===== config.mk =====
export PLATFORM = sky130hd
export DESIGN_NAME = id_ex_pipeline_register_flat
export DESIGN_NICKNAME = d
export VERILOG_FILES = /design/src/rtl/id_ex_pipeline_register_if.sv /design/src/rtl/id_ex_pipeline_register.sv /design/src/flat_wrapper.sv
export SDC_FILE = /design/constraint.sdc
export NUM_CORES = 1
export LEC_CHECK = 0
export BUFFER_PORTS_ARGS = -buffer_cell sky130_fd_sc_hd__clkbuf_2
export CAP_MARGIN = 25
export CORE_AREA = 3 3 140 142
export CTS_CLUSTER_DIAMETER = 50
export DETAILED_ROUTE_END_ITERATION = 16
export DIE_AREA = 0 0 143 145
export GPL_TIMING_DRIVEN = 1
export HOLD_SLACK_MARGIN = 0.05
export PLACE_DENSITY_LB_ADDON = 0.3
export SKIP_LAST_GASP = 1
export SLEW_MARGIN = 20
export SYNTH_ARGS = -nofsm -noshare
export SYNTH_HDL_FRONTEND = slang
export SYNTH_SLANG_ARGS = --single-unit

===== constraint.sdc =====
create_clock -name clk -period 2.2 [get_ports clk]
set_input_delay 0.33 -clock clk [delete_from_list [all_inputs] [get_ports clk]]
set_output_delay 0.33 -clock clk [all_outputs]
set_load 0.005 [all_outputs]

===== src/rtl/id_ex_pipeline_register_if.sv =====
// Decode-to-execute boundary bus: decoded fields in, registered execute fields out,
// plus the hazard request and the load-use bubble counter.
interface id_ex_pipeline_register_if #(
    parameter int XLEN       = 32,
    parameter int REG_ADDR_W = 5
);
    logic                  stallIn;
    logic                  flush;
    logic                  idValid;
    logic [XLEN-1:0]       idPc;
    logic [XLEN-1:0]       idRs1Data;
    logic [XLEN-1:0]       idRs2Data;
    logic [XLEN-1:0]       idImm;
    logic [REG_ADDR_W-1:0] idRs1Addr;
    logic [REG_ADDR_W-1:0] idRs2Addr;
    logic [REG_ADDR_W-1:0] idRdAddr;
    logic                  idUsesRs1;
    logic                  idUsesRs2;
    logic [2:0]            idFunct3;
    logic                  idFunct7b5;
    logic                  idBranchEnable;
    logic                  idMemoryReadEnable;
    logic                  idMemoryWriteEnable;
    logic                  idRegisterWriteEnable;
    logic                  idPcAdderSrc;
    logic                  idWriteBackFromMemoryOrAlu;
    logic [1:0]            idAluSrc1;
    logic [1:0]            idAluSrc2;
    logic [2:0]            idAluOperation;

    logic [XLEN-1:0]       exPc;
    logic [XLEN-1:0]       exRs1Data;
    logic [XLEN-1:0]       exRs2Data;
    logic [XLEN-1:0]       exImm;
    logic [REG_ADDR_W-1:0] exRs1Addr;
    logic [REG_ADDR_W-1:0] exRs2Addr;
    logic [REG_ADDR_W-1:0] exRdAddr;
    logic [2:0]            exFunct3;
    logic                  exFunct7b5;
    logic                  exBranchEnable;
    logic                  exMemoryReadEnable;
    logic                  exMemoryWriteEnable;
    logic                  exRegisterWriteEnable;
    logic                  exPcAdderSrc;
    logic                  exWriteBackFromMemoryOrAlu;
    logic [1:0]            exAluSrc1;
    logic [1:0]            exAluSrc2;
    logic [2:0]            exAluOperation;
    logic                  exValid;
    logic                  hazardStall;
    logic [31:0]           bubbleCount;

    modport master (
        output stallIn, flush, idValid, idPc, idRs1Data, idRs2Data, idImm,
               idRs1Addr, idRs2Addr, idRdAddr, idUsesRs1, idUsesRs2, idFunct3, idFunct7b5,
               idBranchEnable, idMemoryReadEnable, idMemoryWriteEnable, idRegisterWriteEnable,
               idPcAdderSrc, idWriteBackFromMemoryOrAlu, idAluSrc1, idAluSrc2, idAluOperation,
        input  exPc, exRs1Data, exRs2Data, exImm, exRs1Addr, exRs2Addr, exRdAddr, exFunct3,
               exFunct7b5, exBranchEnable, exMemoryReadEnable, exMemoryWriteEnable,
               exRegisterWriteEnable, exPcAdderSrc, exWriteBackFromMemoryOrAlu, exAluSrc1,
               exAluSrc2, exAluOperation, exValid, hazardStall, bubbleCount
    );

    modport slave (
        input  stallIn, flush, idValid, idPc, idRs1Data, idRs2Data, idImm,
               idRs1Addr, idRs2Addr, idRdAddr, idUsesRs1, idUsesRs2, idFunct3, idFunct7b5,
               idBranchEnable, idMemoryReadEnable, idMemoryWriteEnable, idRegisterWriteEnable,
               idPcAdderSrc, idWriteBackFromMemoryOrAlu, idAluSrc1, idAluSrc2, idAluOperation,
        output exPc, exRs1Data, exRs2Data, exImm, exRs1Addr, exRs2Addr, exRdAddr, exFunct3,
               exFunct7b5, exBranchEnable, exMemoryReadEnable, exMemoryWriteEnable,
               exRegisterWriteEnable, exPcAdderSrc, exWriteBackFromMemoryOrAlu, exAluSrc1,
               exAluSrc2, exAluOperation, exValid, hazardStall, bubbleCount
    );
endinterface


===== src/rtl/id_ex_pipeline_register.sv =====
// ID/EX pipeline register with load-use hazard detection, flush/stall and bubble insertion.
// Optional load-use bubble counter enabled by macro ID_EX_PERF_COUNT_EN.
module id_ex_pipeline_register #(
    parameter int XLEN       = 32,
    parameter int REG_ADDR_W = 5
) (
    input logic                     clk,
    input logic                     rstN,
    id_ex_pipeline_register_if.slave bus
);
    typedef struct packed {
        logic [XLEN-1:0]       pc;
        logic [XLEN-1:0]       rs1Data;
        logic [XLEN-1:0]       rs2Data;
        logic [XLEN-1:0]       imm;
        logic [REG_ADDR_W-1:0] rs1Addr;
        logic [REG_ADDR_W-1:0] rs2Addr;
        logic [REG_ADDR_W-1:0] rdAddr;
        logic [2:0]            funct3;
        logic                  funct7b5;
        logic                  branchEnable;
        logic                  memoryReadEnable;
        logic                  memoryWriteEnable;
        logic                  registerWriteEnable;
        logic                  pcAdderSrc;
        logic                  writeBackFromMemoryOrAlu;
        logic [1:0]            aluSrc1;
        logic [1:0]            aluSrc2;
        logic [2:0]            aluOperation;
    } stage_t;

    localparam logic [REG_ADDR_W-1:0] REG_X0 = '0;

    stage_t idStage_s;
    stage_t exNext_s;
    stage_t exStage_r;
    logic   exValidNext_s;
    logic   exValid_r;
    logic   loadUse_s;

    assign idStage_s = '{
        pc:                       bus.idPc,
        rs1Data:                  bus.idRs1Data,
        rs2Data:                  bus.idRs2Data,
        imm:                      bus.idImm,
        rs1Addr:                  bus.idRs1Addr,
        rs2Addr:                  bus.idRs2Addr,
        rdAddr:                   bus.idRdAddr,
        funct3:                   bus.idFunct3,
        funct7b5:                 bus.idFunct7b5,
        branchEnable:             bus.idBranchEnable,
        memoryReadEnable:         bus.idMemoryReadEnable,
        memoryWriteEnable:        bus.idMemoryWriteEnable,
        registerWriteEnable:      bus.idRegisterWriteEnable,
        pcAdderSrc:               bus.idPcAdderSrc,
        writeBackFromMemoryOrAlu: bus.idWriteBackFromMemoryOrAlu,
        aluSrc1:                  bus.idAluSrc1,
        aluSrc2:                  bus.idAluSrc2,
        aluOperation:             bus.idAluOperation
    };

    // A load in EX whose nonzero destination feeds a source the decoded instruction reads.
    always_comb begin
        loadUse_s = exValid_r & exStage_r.memoryReadEnable & (exStage_r.rdAddr != REG_X0)
                  & bus.idValid
                  & ((bus.idUsesRs1 & (bus.idRs1Addr == exStage_r.rdAddr))
                   | (bus.idUsesRs2 & (bus.idRs2Addr == exStage_r.rdAddr)));
    end

    assign bus.hazardStall = loadUse_s & ~bus.flush;

    // Next-stage selection: flush beats stall; bubbles zero the whole bundle so X never leaks.
    always_comb begin
        exNext_s      = exStage_r;
        exValidNext_s = exValid_r;
        if (bus.flush) begin
            exNext_s      = '0;
            exValidNext_s = 1'b0;
        end else if (bus.stallIn) begin
            exNext_s      = exStage_r;
            exValidNext_s = exValid_r;
        end else if (loadUse_s || !bus.idValid) begin
            exNext_s      = '0;
            exValidNext_s = 1'b0;
        end else begin
            exNext_s      = idStage_s;
            exValidNext_s = 1'b1;
        end
    end

    // Stage register.
    always_ff @(posedge clk or negedge rstN) begin
        if (!rstN) begin
            exStage_r <= '0;
            exValid_r <= 1'b0;
        end else begin
            exStage_r <= exNext_s;
            exValid_r <= exValidNext_s;
        end
    end

`ifdef ID_EX_PERF_COUNT_EN
    logic        countBubble_s;
    logic [31:0] bubbleCount_r;

    assign countBubble_s = loadUse_s & ~bus.flush & ~bus.stallIn;

    // Saturating count of load-use bubbles only.
    always_ff @(posedge clk or negedge rstN) begin
        if (!rstN) begin
            bubbleCount_r <= 32'd0;
        end else if (countBubble_s && (bubbleCount_r != 32'hFFFF_FFFF)) begin
            bubbleCount_r <= bubbleCount_r + 32'd1;
        end else begin
            bubbleCount_r <= bubbleCount_r;
        end
    end

    assign bus.bubbleCount = bubbleCount_r;
`else
    assign bus.bubbleCount = 32'd0;
`endif

    assign bus.exPc                       = exStage_r.pc;
    assign bus.exRs1Data                  = exStage_r.rs1Data;
    assign bus.exRs2Data                  = exStage_r.rs2Data;
    assign bus.exImm                      = exStage_r.imm;
    assign bus.exRs1Addr                  = exStage_r.rs1Addr;
    assign bus.exRs2Addr                  = exStage_r.rs2Addr;
    assign bus.exRdAddr                   = exStage_r.rdAddr;
    assign bus.exFunct3                   = exStage_r.funct3;
    assign bus.exFunct7b5                 = exStage_r.funct7b5;
    assign bus.exBranchEnable             = exStage_r.branchEnable;
    assign bus.exMemoryReadEnable         = exStage_r.memoryReadEnable;
    assign bus.exMemoryWriteEnable        = exStage_r.memoryWriteEnable;
    assign bus.exRegisterWriteEnable      = exStage_r.registerWriteEnable;
    assign bus.exPcAdderSrc               = exStage_r.pcAdderSrc;
    assign bus.exWriteBackFromMemoryOrAlu = exStage_r.writeBackFromMemoryOrAlu;
    assign bus.exAluSrc1                  = exStage_r.aluSrc1;
    assign bus.exAluSrc2                  = exStage_r.aluSrc2;
    assign bus.exAluOperation             = exStage_r.aluOperation;
    assign bus.exValid                    = exValid_r;
endmodule


===== src/flat_wrapper.sv =====
// flat-port wrapper written by rule: the top's interface ports become plain ports
module id_ex_pipeline_register_flat 
#(
    parameter int XLEN       = 32,
    parameter int REG_ADDR_W = 5
)
  (clk, rstN, bus_stallIn, bus_flush, bus_idValid, bus_idPc, bus_idRs1Data, bus_idRs2Data, bus_idImm, bus_idRs1Addr, bus_idRs2Addr, bus_idRdAddr, bus_idUsesRs1, bus_idUsesRs2, bus_idFunct3, bus_idFunct7b5, bus_idBranchEnable, bus_idMemoryReadEnable, bus_idMemoryWriteEnable, bus_idRegisterWriteEnable, bus_idPcAdderSrc, bus_idWriteBackFromMemoryOrAlu, bus_idAluSrc1, bus_idAluSrc2, bus_idAluOperation, bus_exPc, bus_exRs1Data, bus_exRs2Data, bus_exImm, bus_exRs1Addr, bus_exRs2Addr, bus_exRdAddr, bus_exFunct3, bus_exFunct7b5, bus_exBranchEnable, bus_exMemoryReadEnable, bus_exMemoryWriteEnable, bus_exRegisterWriteEnable, bus_exPcAdderSrc, bus_exWriteBackFromMemoryOrAlu, bus_exAluSrc1, bus_exAluSrc2, bus_exAluOperation, bus_exValid, bus_hazardStall, bus_bubbleCount);
  id_ex_pipeline_register_if #(.XLEN(XLEN), .REG_ADDR_W(REG_ADDR_W)) bus_i ();
  input logic clk;
  input logic rstN;
  input wire logic [$bits(bus_i.stallIn)-1:0] bus_stallIn;
  input wire logic [$bits(bus_i.flush)-1:0] bus_flush;
  input wire logic [$bits(bus_i.idValid)-1:0] bus_idValid;
  input wire logic [$bits(bus_i.idPc)-1:0] bus_idPc;
  input wire logic [$bits(bus_i.idRs1Data)-1:0] bus_idRs1Data;
  input wire logic [$bits(bus_i.idRs2Data)-1:0] bus_idRs2Data;
  input wire logic [$bits(bus_i.idImm)-1:0] bus_idImm;
  input wire logic [$bits(bus_i.idRs1Addr)-1:0] bus_idRs1Addr;
  input wire logic [$bits(bus_i.idRs2Addr)-1:0] bus_idRs2Addr;
  input wire logic [$bits(bus_i.idRdAddr)-1:0] bus_idRdAddr;
  input wire logic [$bits(bus_i.idUsesRs1)-1:0] bus_idUsesRs1;
  input wire logic [$bits(bus_i.idUsesRs2)-1:0] bus_idUsesRs2;
  input wire logic [$bits(bus_i.idFunct3)-1:0] bus_idFunct3;
  input wire logic [$bits(bus_i.idFunct7b5)-1:0] bus_idFunct7b5;
  input wire logic [$bits(bus_i.idBranchEnable)-1:0] bus_idBranchEnable;
  input wire logic [$bits(bus_i.idMemoryReadEnable)-1:0] bus_idMemoryReadEnable;
  input wire logic [$bits(bus_i.idMemoryWriteEnable)-1:0] bus_idMemoryWriteEnable;
  input wire logic [$bits(bus_i.idRegisterWriteEnable)-1:0] bus_idRegisterWriteEnable;
  input wire logic [$bits(bus_i.idPcAdderSrc)-1:0] bus_idPcAdderSrc;
  input wire logic [$bits(bus_i.idWriteBackFromMemoryOrAlu)-1:0] bus_idWriteBackFromMemoryOrAlu;
  input wire logic [$bits(bus_i.idAluSrc1)-1:0] bus_idAluSrc1;
  input wire logic [$bits(bus_i.idAluSrc2)-1:0] bus_idAluSrc2;
  input wire logic [$bits(bus_i.idAluOperation)-1:0] bus_idAluOperation;
  output wire logic [$bits(bus_i.exPc)-1:0] bus_exPc;
  output wire logic [$bits(bus_i.exRs1Data)-1:0] bus_exRs1Data;
  output wire logic [$bits(bus_i.exRs2Data)-1:0] bus_exRs2Data;
  output wire logic [$bits(bus_i.exImm)-1:0] bus_exImm;
  output wire logic [$bits(bus_i.exRs1Addr)-1:0] bus_exRs1Addr;
  output wire logic [$bits(bus_i.exRs2Addr)-1:0] bus_exRs2Addr;
  output wire logic [$bits(bus_i.exRdAddr)-1:0] bus_exRdAddr;
  output wire logic [$bits(bus_i.exFunct3)-1:0] bus_exFunct3;
  output wire logic [$bits(bus_i.exFunct7b5)-1:0] bus_exFunct7b5;
  output wire logic [$bits(bus_i.exBranchEnable)-1:0] bus_exBranchEnable;
  output wire logic [$bits(bus_i.exMemoryReadEnable)-1:0] bus_exMemoryReadEnable;
  output wire logic [$bits(bus_i.exMemoryWriteEnable)-1:0] bus_exMemoryWriteEnable;
  output wire logic [$bits(bus_i.exRegisterWriteEnable)-1:0] bus_exRegisterWriteEnable;
  output wire logic [$bits(bus_i.exPcAdderSrc)-1:0] bus_exPcAdderSrc;
  output wire logic [$bits(bus_i.exWriteBackFromMemoryOrAlu)-1:0] bus_exWriteBackFromMemoryOrAlu;
  output wire logic [$bits(bus_i.exAluSrc1)-1:0] bus_exAluSrc1;
  output wire logic [$bits(bus_i.exAluSrc2)-1:0] bus_exAluSrc2;
  output wire logic [$bits(bus_i.exAluOperation)-1:0] bus_exAluOperation;
  output wire logic [$bits(bus_i.exValid)-1:0] bus_exValid;
  output wire logic [$bits(bus_i.hazardStall)-1:0] bus_hazardStall;
  output wire logic [$bits(bus_i.bubbleCount)-1:0] bus_bubbleCount;
  assign bus_i.stallIn = bus_stallIn;
  assign bus_i.flush = bus_flush;
  assign bus_i.idValid = bus_idValid;
  assign bus_i.idPc = bus_idPc;
  assign bus_i.idRs1Data = bus_idRs1Data;
  assign bus_i.idRs2Data = bus_idRs2Data;
  assign bus_i.idImm = bus_idImm;
  assign bus_i.idRs1Addr = bus_idRs1Addr;
  assign bus_i.idRs2Addr = bus_idRs2Addr;
  assign bus_i.idRdAddr = bus_idRdAddr;
  assign bus_i.idUsesRs1 = bus_idUsesRs1;
  assign bus_i.idUsesRs2 = bus_idUsesRs2;
  assign bus_i.idFunct3 = bus_idFunct3;
  assign bus_i.idFunct7b5 = bus_idFunct7b5;
  assign bus_i.idBranchEnable = bus_idBranchEnable;
  assign bus_i.idMemoryReadEnable = bus_idMemoryReadEnable;
  assign bus_i.idMemoryWriteEnable = bus_idMemoryWriteEnable;
  assign bus_i.idRegisterWriteEnable = bus_idRegisterWriteEnable;
  assign bus_i.idPcAdderSrc = bus_idPcAdderSrc;
  assign bus_i.idWriteBackFromMemoryOrAlu = bus_idWriteBackFromMemoryOrAlu;
  assign bus_i.idAluSrc1 = bus_idAluSrc1;
  assign bus_i.idAluSrc2 = bus_idAluSrc2;
  assign bus_i.idAluOperation = bus_idAluOperation;
  assign bus_exPc = bus_i.exPc;
  assign bus_exRs1Data = bus_i.exRs1Data;
  assign bus_exRs2Data = bus_i.exRs2Data;
  assign bus_exImm = bus_i.exImm;
  assign bus_exRs1Addr = bus_i.exRs1Addr;
  assign bus_exRs2Addr = bus_i.exRs2Addr;
  assign bus_exRdAddr = bus_i.exRdAddr;
  assign bus_exFunct3 = bus_i.exFunct3;
  assign bus_exFunct7b5 = bus_i.exFunct7b5;
  assign bus_exBranchEnable = bus_i.exBranchEnable;
  assign bus_exMemoryReadEnable = bus_i.exMemoryReadEnable;
  assign bus_exMemoryWriteEnable = bus_i.exMemoryWriteEnable;
  assign bus_exRegisterWriteEnable = bus_i.exRegisterWriteEnable;
  assign bus_exPcAdderSrc = bus_i.exPcAdderSrc;
  assign bus_exWriteBackFromMemoryOrAlu = bus_i.exWriteBackFromMemoryOrAlu;
  assign bus_exAluSrc1 = bus_i.exAluSrc1;
  assign bus_exAluSrc2 = bus_i.exAluSrc2;
  assign bus_exAluOperation = bus_i.exAluOperation;
  assign bus_exValid = bus_i.exValid;
  assign bus_hazardStall = bus_i.hazardStall;
  assign bus_bubbleCount = bus_i.bubbleCount;
  id_ex_pipeline_register #(.XLEN(XLEN), .REG_ADDR_W(REG_ADDR_W)) u_core (.clk(clk), .rstN(rstN), .bus(bus_i));
endmodule

After elaboration in Yosys (flattened, before gate mapping)
Cells that the tools add are included.
W data, S select, Z words.
{"block": "word_totals", "output_inout_bits": 194, "register_bits": 161, "wordCells": 40, "input_bits": 167}
{"block": "op_classes", "reduce_logical": 3, "n_bitwise": 9, "mux": 6, "eq_ne": 3}
{"operator": "$mux W160", "count": 3}
{"operator": "$eq A5 B5 Y1", "count": 2}
{"operator": "$and A1 B1 Y1", "count": 7}
{"operator": "$reduce_bool A5 Y1", "count": 1}
{"operator": "$mux W1", "count": 3}
{"operator": "$ne A2 B1 Y1 const B", "count": 1}
{"operator": "$logic_not A1 Y1", "count": 1}
{"operator": "$logic_or A1 B1 Y1", "count": 1}
{"operator": "$not A1 Y1", "count": 1}
{"operator": "$or A1 B1 Y1", "count": 1}

Depth between registers and ports, before layout
{"block": "depth", "ltp_word": 8, "ltp_mapped": 7, "ltp_nobuf": 4}

Least setup slack after synthesis
No wires, ideal clock.
{"block": "synth_timing", "kind": "register to output", "start": "register u_core.exStage_r (netlist bit u_core.bus.exRdAddr[0])", "end": "output port bus_hazardStall", "path_slack_ns": 0.288, "n_path_buf": 2, "stages_incl_launch_ff": 6, "t_arrival_ns": 1.582, "t_required_ns": 1.870, "path_cell_list": "dfrtp_1 -> or4_1 -> o21ai_2 -> buf_4 -> buf_4 -> nor3b_1"}
{"block": "synth_via", "elab_chain_cells": 5, "elab_cells_between_ends": 10, "cone_classes": "eq/ne (2); bitwise (7); reduce/logical (1)"}
{"element": "start: declaration", "line": "id_ex_pipeline_register.sv:36", "rtl": "stage_t exStage_r;"}
{"element": "start signal: assignment", "line": "id_ex_pipeline_register.sv:97", "rtl": "exStage_r <= exNext_s;"}
{"element": "$eq A5 B5 Y1, or another cell as far along", "line": "id_ex_pipeline_register.sv:66", "rtl": "& ((bus.idUsesRs1 & (bus.idRs1Addr == exStage_r.rdAddr))"}
{"element": "$and A1 B1 Y1 (on tied branches)", "line": "id_ex_pipeline_register.sv:66, id_ex_pipeline_register.sv:64, id_ex_pipeline_register.sv:67"}
{"element": "$or A1 B1 Y1 / $and A1 B1 Y1 (equally long branches)", "line": "id_ex_pipeline_register.sv:67, id_ex_pipeline_register.sv:65"}
{"element": "$and A1 B1 Y1 (*)", "line": "id_ex_pipeline_register.sv:66"}
{"element": "$and A1 B1 Y1 (*)", "line": "id_ex_pipeline_register.sv:70", "rtl": "assign bus.hazardStall = loadUse_s & ~bus.flush;"}
{"element": "end: declaration", "line": "flat_wrapper.sv:53", "rtl": "output wire logic [$bits(bus_i.hazardStall)-1:0] bus_hazardStall;"}
Mark *: on every way between the ends. The rest lies on a longest branch, timed or not.

Worst setup path after layout
{"block": "layout_timing", "start": "register u_core.exStage_r (netlist bit u_core.bus.exRdAddr[3])", "end": "output port bus_hazardStall"}
The elaborated chain is that of the path after synthesis.

==> impl_metrics.toml <==
[finish]
nets = 1243
fillers = 1697
final_util = 0.5421
syn2layout_area_growth_pct = 31.95
n_antenna_cell = 0
drive_gt1_frac = 0.3691

[global_route]
antenna_found_initial = 0
grt_pass1_vias = 7022
overflow = 0
grt_max_degree = 85
grt_pass1_wl_um = 37120
grt_usage = 0.2167

[worst_setup_path]
critPathSlowestCell = "or4_4"
crit_path_end_kind = "primary output"
crit_type = "reg2out"
cp_slowest_stage_delay_ps = 540
cp_max_fo = 5
cp.required_ps = 1870
cp_cell_sequence = "or4_4 -> o21ai_4 -> nor3b_2 -> buf_2"
critPathLaunchType = "flip-flop"
worstPathArrival_ps = 1770

[floorplan]
dieArea_um2 = 20740
row_count = 50
core_area_um2 = 18580
start_util = 0.4108
ios = 361
die_h_um = 145
die_w_um = 143

[power_and_ir_drop]
p_leak_nw = 4.724
power.total_mw = 7.063
vdd_drop_max_mv = 0.4987
p_per_area_nw_per_um2 = 701.2

[timing]
slew_viol_final = 0
postLayoutSetupSlackWorst_ps = 100.3
finalHoldViolations = 0
setup_violations = 0
setup_tns_ps = 0
fin_crit_sh = 0.9544
skew_ps = 10.37
timing.hold.ws_ps = 134.1
max_slew_margin = 0.6351
tightest_slew_ps = 547.4
min_period_ps = 2100
max_freq_mhz = 476.3
rsz0062_at_grt = "false"

[clocking]
clk_pin_slew_ps = 70
cts_buffers = 17
cts-root-buf = "clkbuf_16"
cts_buffer_depth = 2
cts_max_level = 4
clk_latency_ps = 410
clock_sinks = 161
tritoncts = "built"

[logic_synthesis]
synth_ff_type = "dfrtp_1"
synth.distinct_cells = 21
synth.avg_cell_area_um2 = 9.700
synth_edf_count = 0
syn_inst = 787
yosys_warnings = 0
async_flop_share = 1.000
yosysTopAreaCell = "dfrtp_1"
yosysTopAreaCellShare = 0.5278
synth_area_um2 = 7634
synth_seq_area_share = 0.5278
ys_seq_elements = 161
ys_top_cells_by_area = "dfrtp_1 (53%), a32oi_1 (18%), nand2_1 (8.0%)"

[run_status]
outcome = "complete, no violations"

[job]
maxCapViolCount = 0

[route]
routed_wl_um = 23220
first_pass_iters = 5
drc = 0
vias_per_cell = 5.553
antenna_left = 0
wire_per_inst_um = 17.55
vias = 7346
dr.first_iter.drc_count = 498

[worst_hold_path]
hold_class = "in2reg"

[placed_design]
hpwl_um = 15810
port_buffers = 328
preCtsSetupSlack_ps = 195.8
finalWeightedCongestion = 0.8043
==> timing repair <==
action                                 CTS  global route
hold buffers                             1             0
setup endpoints to repair                1             5
pin swaps                                1             4
gates resized for setup                  2             8
endpoints found under the hold margin   51             0
setup buffers                            1             2
==> cells by family (layout without fill, tap and decap cells) <==
group | count (synthesis) | in the layout | share of synthesized area
compound gates | 324 | 324 | 0.2929
simple gates | 171 | 171 | 0.08671
flops | 161 | 161 | 0.5278
buf+inv | 120 | 391 | 0.08064
xor+xnor | 10 | 10 | 0.01147
other cells | 1 | 32 | 0.0004913
==> routing by layer <==
metal,track usage,up-vias,share of wire
li1,-,3485,-
met1,0.2828,3516,0.41
met2,0.3433,301,0.49
met3,0.05735,44,0.069
met4,0.08460,0,0.031
met5,0,-,0
==> path summary, 6_finish.rpt <==
check / slack [ps] / cells past startpoint / start / endpoint
max: 100 / 4 / u_core.bus.exRdAddr[3] / bus_hazardStall
min: 130 / 3 / bus_idRs1Data[19] / u_core.bus.exRs1Data[19]
max reg2reg: 130 / 6 / u_core.bus.exRdAddr[3] / u_core.bus.exRs2Data[13]
min reg2reg: 490 / 2 / u_core.bus.exRs1Data[1] / u_core.bus.exRs1Data[1]
max in group asynchronous: 1100 / 3 / rstN / u_core.bus.exRs1Data[1]
min in group asynchronous: 440 / 2 / rstN / u_core.bus.exPc[29]
==> Yosys cell counts (2+ instances only) <==
cell      count
clkbuf_1     67
buf_4        41
o21ai_0     115
nand4_1       2
o21ai_1      46
xnor2_1      10
buf_1         3
buf_2         9
a32oi_1     160
dfrtp_1     161
nand2_1     163
==> cell type report <==
class                   count  area [um2]  share of cell area
flip-flops and latches    161        4035              0.4006
multi-input cells         537        3154              0.3132
repair buffers            359        2046              0.2031
clock buffers              19       442.9             0.04398
well taps                 234       292.8             0.02907
clock inverters            13       101.3             0.01006
==> critical path: cells and delay by family, from the launching register on <==
family / cells / cell delay [ps]
and+or+nand+nor: 2 / 600
DFF: 1 / 460
AOI/OAI and AO/OA: 1 / 170
buffers and inverters: 1 / 130
==> report_power, final <==
group | switching (mW) | leakage [nW] | internal, mW | total, mW
combinational | 0.560 | 2.33 | 0.451 | 1.01
sequential | 0.130 | 2.14 | 3.17 | 3.30
clock | 1.26 | 0.257 | 1.49 | 2.75
total | 1.95 | 4.72 | 5.11 | 7.06
==> registers in the layout, indices dropped and copies added (netlist names) <==
name / count
u_core.bus.exFunct7b5: 1
u_core.bus.exRs1Data: 32
u_core.bus.exAluSrc1: 2
u_core.bus.exPcAdderSrc: 1
u_core.bus.exRegisterWriteEnable: 1
u_core.bus.exMemoryReadEnable: 1
u_core.bus.exBranchEnable: 1
u_core.bus.exAluSrc2: 2
u_core.bus.exRs1Addr: 5
u_core.bus.exPc: 32
u_core.bus.exRs2Addr: 5
u_core.bus.exValid: 1
u_core.bus.exRs2Data: 32
u_core.bus.exImm: 32
u_core.bus.exFunct3: 3
u_core.bus.exWriteBackFromMemoryOrAlu: 1
u_core.bus.exMemoryWriteEnable: 1
u_core.bus.exAluOperation: 3
u_core.bus.exRdAddr: 5
==> through the flow <==
step           cells  area (um2)
2_1_floorplan    818        7750
3_3_place_gp    1287        9465
3_5_place_dp    1287        9465
4_1_cts         1321       10030
5_1_grt         1323       10070
6_report        1323       10070
==> layout by cell type (no fill, tap or decap), types with 5 or more instances in the layout <==
cell / instances
dfrtp_2: 5
nand2_1: 163
clkbuf_2: 326
o21ai_0: 115
dfrtp_1: 156
a32oi_1: 160
buf_4: 17
conb_1: 32
xnor2_1: 8
buf_12: 13
o21ai_1: 46
clkbuf_16: 17
No activity file was read; power rests on OpenSTA's default activity.
